<file path="src/rtl/pipe_pkg.sv">
// pipe_pkg: shared skid-stage state encoding, default widths and payload sizing
package pipe_pkg;
  typedef enum logic [1:0] {EMPTY = 2'b00, ONE = 2'b01, TWO = 2'b11} skid_state_e;
  localparam int WORD_W = 32;
  localparam int REGIDX_W = 5;
  localparam int WBCTL_W = 2;
  function automatic int payload_w(input int ctl_w, input int data_w, input int nwords, input int reg_w);
    return ctl_w + nwords * data_w + reg_w;
  endfunction
endpackage

</file>
<file path="src/rtl/sat_counter.sv">
// sat_counter: saturating up-counter with synchronous clear taking priority over increment
module sat_counter #(
  parameter int CNT_W = 16
) (
  input  logic             clk,
  input  logic             rstn,
  input  logic             inc,
  input  logic             clr,
  output logic [CNT_W-1:0] cnt
);
  logic [CNT_W-1:0] cnt_q, cnt_d;
  always_comb cnt_d = clr ? '0 : (inc && cnt_q != {CNT_W{1'b1}}) ? cnt_q + 1'b1 : cnt_q;
  always_ff @(posedge clk or negedge rstn)
    if (!rstn) cnt_q <= '0;
    else cnt_q <= cnt_d;
  assign cnt = cnt_q;
endmodule

</file>
<file path="src/rtl/pipe_skid_stage.sv">
// pipe_skid_stage: elastic pipeline register with a 2-entry skid buffer,
// flush, bubble control squashing and a saturating stall counter
module pipe_skid_stage
  import pipe_pkg::*;
#(
  parameter int CTL_W      = WBCTL_W,
  parameter int DATA_W     = WORD_W,
  parameter int NWORDS     = 2,
  parameter int REG_W      = REGIDX_W,
  parameter int SQUASH_CTL = 1,
  parameter int CNT_W      = 16
) (
  input  logic                     clk,
  input  logic                     rstn,
  input  logic                     flush,
  input  logic                     in_valid,
  output logic                     in_ready,
  input  logic [CTL_W-1:0]         i_ctl,
  input  logic [NWORDS*DATA_W-1:0] i_data,
  input  logic [REG_W-1:0]         i_reg,
  output logic                     out_valid,
  input  logic                     out_ready,
  output logic [CTL_W-1:0]         o_ctl,
  output logic [NWORDS*DATA_W-1:0] o_data,
  output logic [REG_W-1:0]         o_reg,
  output logic [CNT_W-1:0]         stall_cnt,
  input  logic                     clr_cnt
);
  localparam int PW = payload_w(CTL_W, DATA_W, NWORDS, REG_W);
  if (NWORDS < 1) begin : g_bad_nwords
    $error("pipe_skid_stage: NWORDS must be at least 1");
  end
  skid_state_e   state_q, state_d;
  logic [PW-1:0] main_q, main_d, skid_q, skid_d, in_pl;
  logic          in_ready_q, in_ready_d, in_xfer, out_xfer;
  assign in_pl     = {i_ctl, i_data, i_reg};
  assign out_valid = state_q != EMPTY;
  assign in_ready  = in_ready_q;
  assign in_xfer   = in_valid & in_ready_q;
  assign out_xfer  = out_valid & out_ready;
  always_comb begin
    state_d = state_q;
    main_d  = main_q;
    skid_d  = skid_q;
    case (state_q)
      EMPTY: if (in_xfer) begin
        state_d = ONE;
        main_d  = in_pl;
      end
      ONE: if (in_xfer && !out_xfer) begin
        state_d = TWO;
        skid_d  = in_pl;
      end else if (in_xfer) main_d = in_pl;
      else if (out_xfer) state_d = EMPTY;
      TWO: if (out_xfer) begin
        state_d = ONE;
        main_d  = skid_q;
      end
      default: state_d = EMPTY;
    endcase
    // flush only kills the valid bits; held payload becomes don't-care
    if (flush) state_d = EMPTY;
    in_ready_d = state_d != TWO;
  end
  always_ff @(posedge clk or negedge rstn)
    if (!rstn) begin
      state_q    <= EMPTY;
      main_q     <= '0;
      skid_q     <= '0;
      in_ready_q <= 1'b1;
    end else begin
      state_q    <= state_d;
      main_q     <= main_d;
      skid_q     <= skid_d;
      in_ready_q <= in_ready_d;
    end
  assign o_ctl  = (SQUASH_CTL != 0 && !out_valid) ? '0 : main_q[PW-1 -: CTL_W];
  assign o_data = main_q[REG_W +: NWORDS*DATA_W];
  assign o_reg  = main_q[REG_W-1:0];
  sat_counter #(.CNT_W(CNT_W)) u_stall_cnt (
    .clk (clk),
    .rstn(rstn),
    .inc (out_valid & ~out_ready),
    .clr (clr_cnt),
    .cnt (stall_cnt)
  );
endmodule

</file>
<file path="config.mk">
export PLATFORM = sky130hd
export DESIGN_NAME = pipe_skid_stage
export DESIGN_NICKNAME = d
export VERILOG_FILES = /design/src/rtl/pipe_pkg.sv /design/src/rtl/sat_counter.sv /design/src/rtl/pipe_skid_stage.sv
export SDC_FILE = /design/constraint.sdc
export NUM_CORES = 1
export LEC_CHECK = 0
export ABC_AREA = 1
export BUFFER_PORTS_ARGS = -buffer_cell sky130_fd_sc_hd__buf_2
export CAP_MARGIN = 30
export CELL_PAD_IN_SITES_DETAIL_PLACEMENT = 0
export CELL_PAD_IN_SITES_GLOBAL_PLACEMENT = 2
export CORE_AREA = 2 2 155 157
export DETAILED_ROUTE_END_ITERATION = 6
export DIE_AREA = 0 0 157 159
export PLACE_DENSITY_LB_ADDON = 0.25
export SLEW_MARGIN = 10
export SYNTH_ARGS = -nofsm -noshare
export SYNTH_HDL_FRONTEND = slang
export SYNTH_SLANG_ARGS = --single-unit
</file>
<file path="constraint.sdc">
create_clock -name clk -period 2.1 [get_ports clk]
set_clock_uncertainty 0.2 [all_clocks]
set_input_delay 0.21 -clock clk [delete_from_list [all_inputs] [get_ports clk]]
set_output_delay 0.21 -clock clk [all_outputs]
set_load 0.005 [all_outputs]
</file>
# --- Word-level counts from Yosys, hierarchy flattened ---
# Cells that the tools add are included.
totals:
  reg_bits: 161
  elab_cells: 39
classes:
  n_addsub: 1
  n_eq_ne: 6
  n_mux: 14
  bitwise: 4
  n_reduce_logical: 9
op_table:
  columns: ["cell", "count"]
  rows:
  - ["71-bit two-way mux", 3]
  - ["71-bit case mux with 3 select lines", 1]
  - ["16-bit two-way mux", 2]
  - ["16-bit by 1-bit adder with 16-bit output (second input constant)", 1]
  - ["16-bit != test (second input constant)", 1]
  - ["2-bit two-way mux", 7]
  - ["2-bit != test (second input constant)", 3]
  - ["2-bit case mux with 3 select lines", 1]
  - ["2-bit nonzero test", 2]
  - ["1-bit bitwise AND", 3]
  - ["3-bit AND reduction", 1]
  - ["3-bit nonzero test", 1]
  - ["2-bit by 1-bit == test with 1-bit output (second input constant)", 1]
  - ["2-bit == test (second input constant)", 1]
  - ["1-bit logical AND", 2]
  - ["2-bit logical NOT", 1]
  - ["2-bit AND reduction", 1]
  - ["1-bit logical NOT", 1]
  - ["1-bit NOT", 1]

# --- Longest topological paths before layout ---
depth:
  word_depth: 8
  mapped_depth: 10
  depth_no_buf: 9

# --- Cells and area by module ---
# A second synthesis with hierarchy kept.
hier_totals:
  cells_unflattened: 1087
  hier_area_um2: 8300.5
modules_own_cells:
  columns: ["module", "instances", "cells_per_inst", "area_per_inst_um2"]
  rows:
  - ["pipe_skid_stage", 1, 943, 7263.2]
  - ["sat_counter", 1, 144, 1037.2]

# --- Least setup slack after synthesis ---
# No wires, ideal clock.
synth_path:
  path_kind: "reg2reg"
  from: "register u_stall_cnt.cnt_q[0] (netlist: u_stall_cnt.cnt[0])"
  to: "register u_stall_cnt.cnt_q[10] (netlist: u_stall_cnt.cnt[10])"
  setup_ns: 0.065
  t_arrival_ns: 1.463
  slack_ns: 0.372
  path_stages_with_launch: 10
  path_buffers: 1
  period_less_slack_ns: 1.728
  path_cell_list: "dfrtp_1 > ha_1 > nand3_1 > inv_2 > nand2_2 > nor2_4 > nor2_2 > buf_2 > nand4_1 > nand2_1"
synth_between:
  elab_chain_len: 3
  elab_cells_between_ends: 6
  classes_between: "add/sub: 1; eq/ne: 1; mux: 2; reduce/logical: 2"
synth_lines:
  columns: ["element", "line_no", "source"]
  rows:
  - ["start, declared", "sat_counter.sv:11", "logic [CNT_W-1:0] cnt_q, cnt_d;"]
  - ["start signal, assigned", "sat_counter.sv:15", "else cnt_q <= cnt_d;"]
  - ["16-bit by 1-bit adder with 16-bit output / 16-bit != test (equally long branches)", "sat_counter.sv:12", "always_comb cnt_d = clr ? '0 : (inc && cnt_q != {CNT_W{1'b1}}) ? cnt_q + 1'b1 : cnt_q;"]
  - ["16-bit two-way mux / 1-bit logical AND (equally long branches)", "sat_counter.sv:12", null]
  - ["16-bit two-way mux / 2-bit nonzero test (equally long branches)", null, null]
# Parallel ways exist; a longest one is shown, timed or not. The select of a mux whose other input is x is not followed.
# A chain may end at the register's enable or synchronous reset.

# --- Worst setup path in the final report ---
layout_path:
  from: "register in_ready_q (netlist: in_ready)"
  to: "register main_q[65]"
layout_between:
  elab_chain_len: 4
  elab_cells_between_ends: 7
  classes_between: "eq/ne: 1; mux: 3; bitwise: 1; reduce/logical: 2"
layout_lines:
  columns: ["element", "line_no", "source"]
  rows:
  - ["start, declared", "pipe_skid_stage.sv:35", "logic in_ready_q, in_ready_d, in_xfer, out_xfer;"]
  - ["start signal, assigned", "pipe_skid_stage.sv:75", "in_ready_q <= in_ready_d;"]
  - ["1-bit bitwise AND *", "pipe_skid_stage.sv:39", "assign in_xfer = in_valid & in_ready_q;"]
  - ["71-bit two-way mux / 1-bit logical AND (equally long branches)", null, null]
  - ["71-bit two-way mux / 2-bit != test (equally long branches)", null, null]
  - ["71-bit case mux with 3 select lines / 3-bit AND reduction (equally long branches)", null, null]
  - ["end signal, assigned", "pipe_skid_stage.sv:73", "main_q <= main_d;"]
  - ["end, declared", "pipe_skid_stage.sv:34", "logic [PW-1:0] main_q, main_d, skid_q, skid_d, in_pl;"]
# Every way passes the cells marked *; elsewhere a longest branch is shown, timed or not. The select of a mux whose other input is x is not followed.

==> impl_metrics.tcl <==
set metrics [dict create \
    outcome "finished, final reports clean" \
    hold_path.class "input pin to async pin" \
    ant_nets 0 \
    n_antenna_cell 0 \
    dp_cells 1178 \
    dieArea_um2 25000 \
    clk_latency_ns 0.42 \
    drt_pass1_iterations 5 \
    max_freq_mhz 502 \
    synth-edff-count 0 \
    drt_wl_total_um 20600 \
    switching_share_pct 27.7 \
    total_power_mw 8.28 \
    netlist.area_leader.share_pct 52.6 \
    setup_ws_ns 0.107 \
    htree_levels 4 \
    start_util_pct 32.8 \
    layout-drive-gt1-share_pct 31.2 \
    tightest_slew_ns 0.843 \
    p_leak_nw 4.51 \
    finalSetupViolations 0 \
    finalInstanceArea_um2 9810 \
    track_usage_pct 16.4 \
    share_comb_of_total_power_pct 16.6 \
    async_reset_ff_share_pct 100 \
    drt-wirelength-per-cell_um 16.0 \
    layout.nets 1038 \
    slew_headroom_pct 43.8 \
    critPathLaunch "in_ready" \
    netlist_instances 786 \
    yosys-top-cells-count "dfrtp_1 (160), nand2_1 (135), nor2_1 (95)" \
    grt_pass1_wl_um 32200 \
    grt_pass1_vias 6159 \
    hold_violations 0 \
    num_rows 56 \
    place_area_um2 8380 \
    rr_worst_depth 8 \
    cts_root_buffer "clkbuf_16" \
    crit_fanout 22 \
    yosysWarnings 0 \
    fin_cells 1292 \
    internal_power_mw 5.99 \
    p_per_area_nw_per_um2 844 \
    initialDrtViolationCount 234 \
    cts.sinks 161 \
    grt_start_max_net_pins 67 \
    vias 6138 \
    pre_cts_slack_ns -0.0161 \
    syn_nets 864 \
    multiInputGateArea_um2 2770 \
    portBuffers 165 \
    grt_overflow 0 \
    yosysSeqAreaShare_pct 53.0 \
    max_stage_delay_ns 0.53 \
    cts_tree "built" \
    core_um2 23200 \
    cp_slowest_cell "dfstp_2" \
    r2r_start "in_ready" \
    cp.arrival_ns 2.10 \
    yosysUniqueCellTypes 26 \
    synth_area_leaders "dfrtp_1 (53%), mux2_2 (9.2%), buf_4 (7.2%), nand2_1 (6.7%), a31oi_1 (5.7%)" \
    globalplace.congestion 0.804 \
    drc 0 \
    cp.required_ns 2.21 \
    rsz0062_at_grt "false" \
    maxCapViolCount 0 \
    clkSlewWorstSetupHoldPaths_ns 0.07 \
    clockBufferDepth 2 \
    period_share_pct 94.9 \
    synth_area_um2 7600 \
    critPathKind "flip-flop to flip-flop" \
    yosys.area.top_type "dfrtp_1" \
    switching_power_mw 2.29 \
    io_pins 166 \
    yosysMostFrequentCell "dfrtp_1" \
    crit_chain "nand2_1, nor2_1, a21oi_1, nor2_4, buf_12, buf_12, nor2_1, a31oi_1" \
    area_growth_pct 29.0 \
    pwr-share-seq_pct 47.6 \
    synth.avg_cell_area_um2 9.68 \
    ff_latch_area_um2 4030 \
    die_y_um 159 \
    ys_seq_elements 161 \
    fin_crit_ns 1.99 \
    antenna_found_initial 0 \
    p_clk_share_pct 35.9 \
    synth_ff_type "dfrtp_1" \
    fin_util_pct 42.3 \
    finalMaxSlewViolations 0 \
    vias_per_cell 4.75 \
    crit_path_end_kind "flip-flop" \
    dpl.hpwl_um 13100 \
    die_x_um 157 \
    irDropWorstVdd_mv 0.602 \
    fillers 2308 \
    critPathLaunchType "flip-flop" \
    numCtsBuffers 17 \
]
==> final timing paths <==
path | endpoint | slack (ns)
max | main_q[65] | 0.11
min in group clk | skid_q[70] | 0.29
max in group asynchronous | skid_q[58] | 1.02
min | main_q[26] | 0.05
max reg2reg | main_q[65] | 0.11
min reg2reg | skid_q[70] | 0.29
==> critical path, delay by kind of cell (launching register included) <==
kind,cells,cell delay (ns)
compound gates,2,0.34
buf+inv,2,0.30
flops,1,0.53
simple gates,4,0.51
==> kinds of logic after synthesis <==
| family | synth area share (%) |
|---|---|
| multiplexers | 10.2 |
| AO/OA/AOI/OAI | 6.96 |
| XOR/XNOR | 0.691 |
| adder cells (fa/ha/maj) | 0.165 |
| flip-flops | 53.0 |
| buffers and inverters | 10.8 |
| AND/OR/NAND/NOR | 18.2 |
==> flip-flops by register name (all words and copies together), names as in the netlist <==
| register | count |
|---|---|
| state_q | 2 |
| in_ready | 1 |
| u_stall_cnt.cnt | 16 |
| skid_q | 71 |
| main_q | 71 |
==> area by class of cell <==
cell class / instances / area share (%)
clock buffers: 18 / 4.48
clock inverters: 14 / 1.25
well taps: 319 / 4.07
flip-flops and latches: 161 / 41.1
repair buffers: 272 / 20.1
inverters: 19 / 0.727
multi-input cells: 489 / 28.3
==> per-layer routing <==
layer	global-route usage [%]	vias up	routed length [um]
met5	0	-	0
met4	4.59	0	267
met3	3.40	22	1020
met2	26.9	163	9930
met1	21.9	3009	9430
li1	-	2944	-
==> placed cells by master (no fill, tap or decap), drive strengths merged <==
master       instances
a21oi                2
a31oi               69
buf                194
clkbuf              20
clkinv               4
clkinvlp             3
dfrtp              160
dfstp                1
dlygate4sd3         76
ha                   1
inv                 26
mux2                69
nand2              137
nand3               77
nand4               12
nor2               101
o211ai               1
o21ai               10
o21bai               4
xor2                 6
==> power by group through the flow <==
stage	Sequential (mW)	Combinational, mW	Clock, mW
floorplan	3.92	0.969	0
global placement	3.96	1.20	0
detailed placement	4.00	1.24	0
CTS	3.94	1.36	3.08
global route	4.01	1.52	3.22
finish	3.94	1.37	2.97
==> what timing repair did <==
item	CTS	global route
setup buffers	0	4
resized for setup	1	0
hold buffers	76	0
hold endpoints to repair	310	0
gates cloned	0	2
pin swaps	0	2
setup endpoints to repair	14	3
==> metrics by stage <==
stage	hold WS, ns	TNS [ns]
3_3_place_gp	-0.0895	0
6_report	0.0498	0
4_1_cts	0.0361	0
3_5_place_dp	-0.0863	-0.0707
5_1_grt	0.0585	0
2_1_floorplan	-0.286	0
Power figures use the tool's default switching activity.
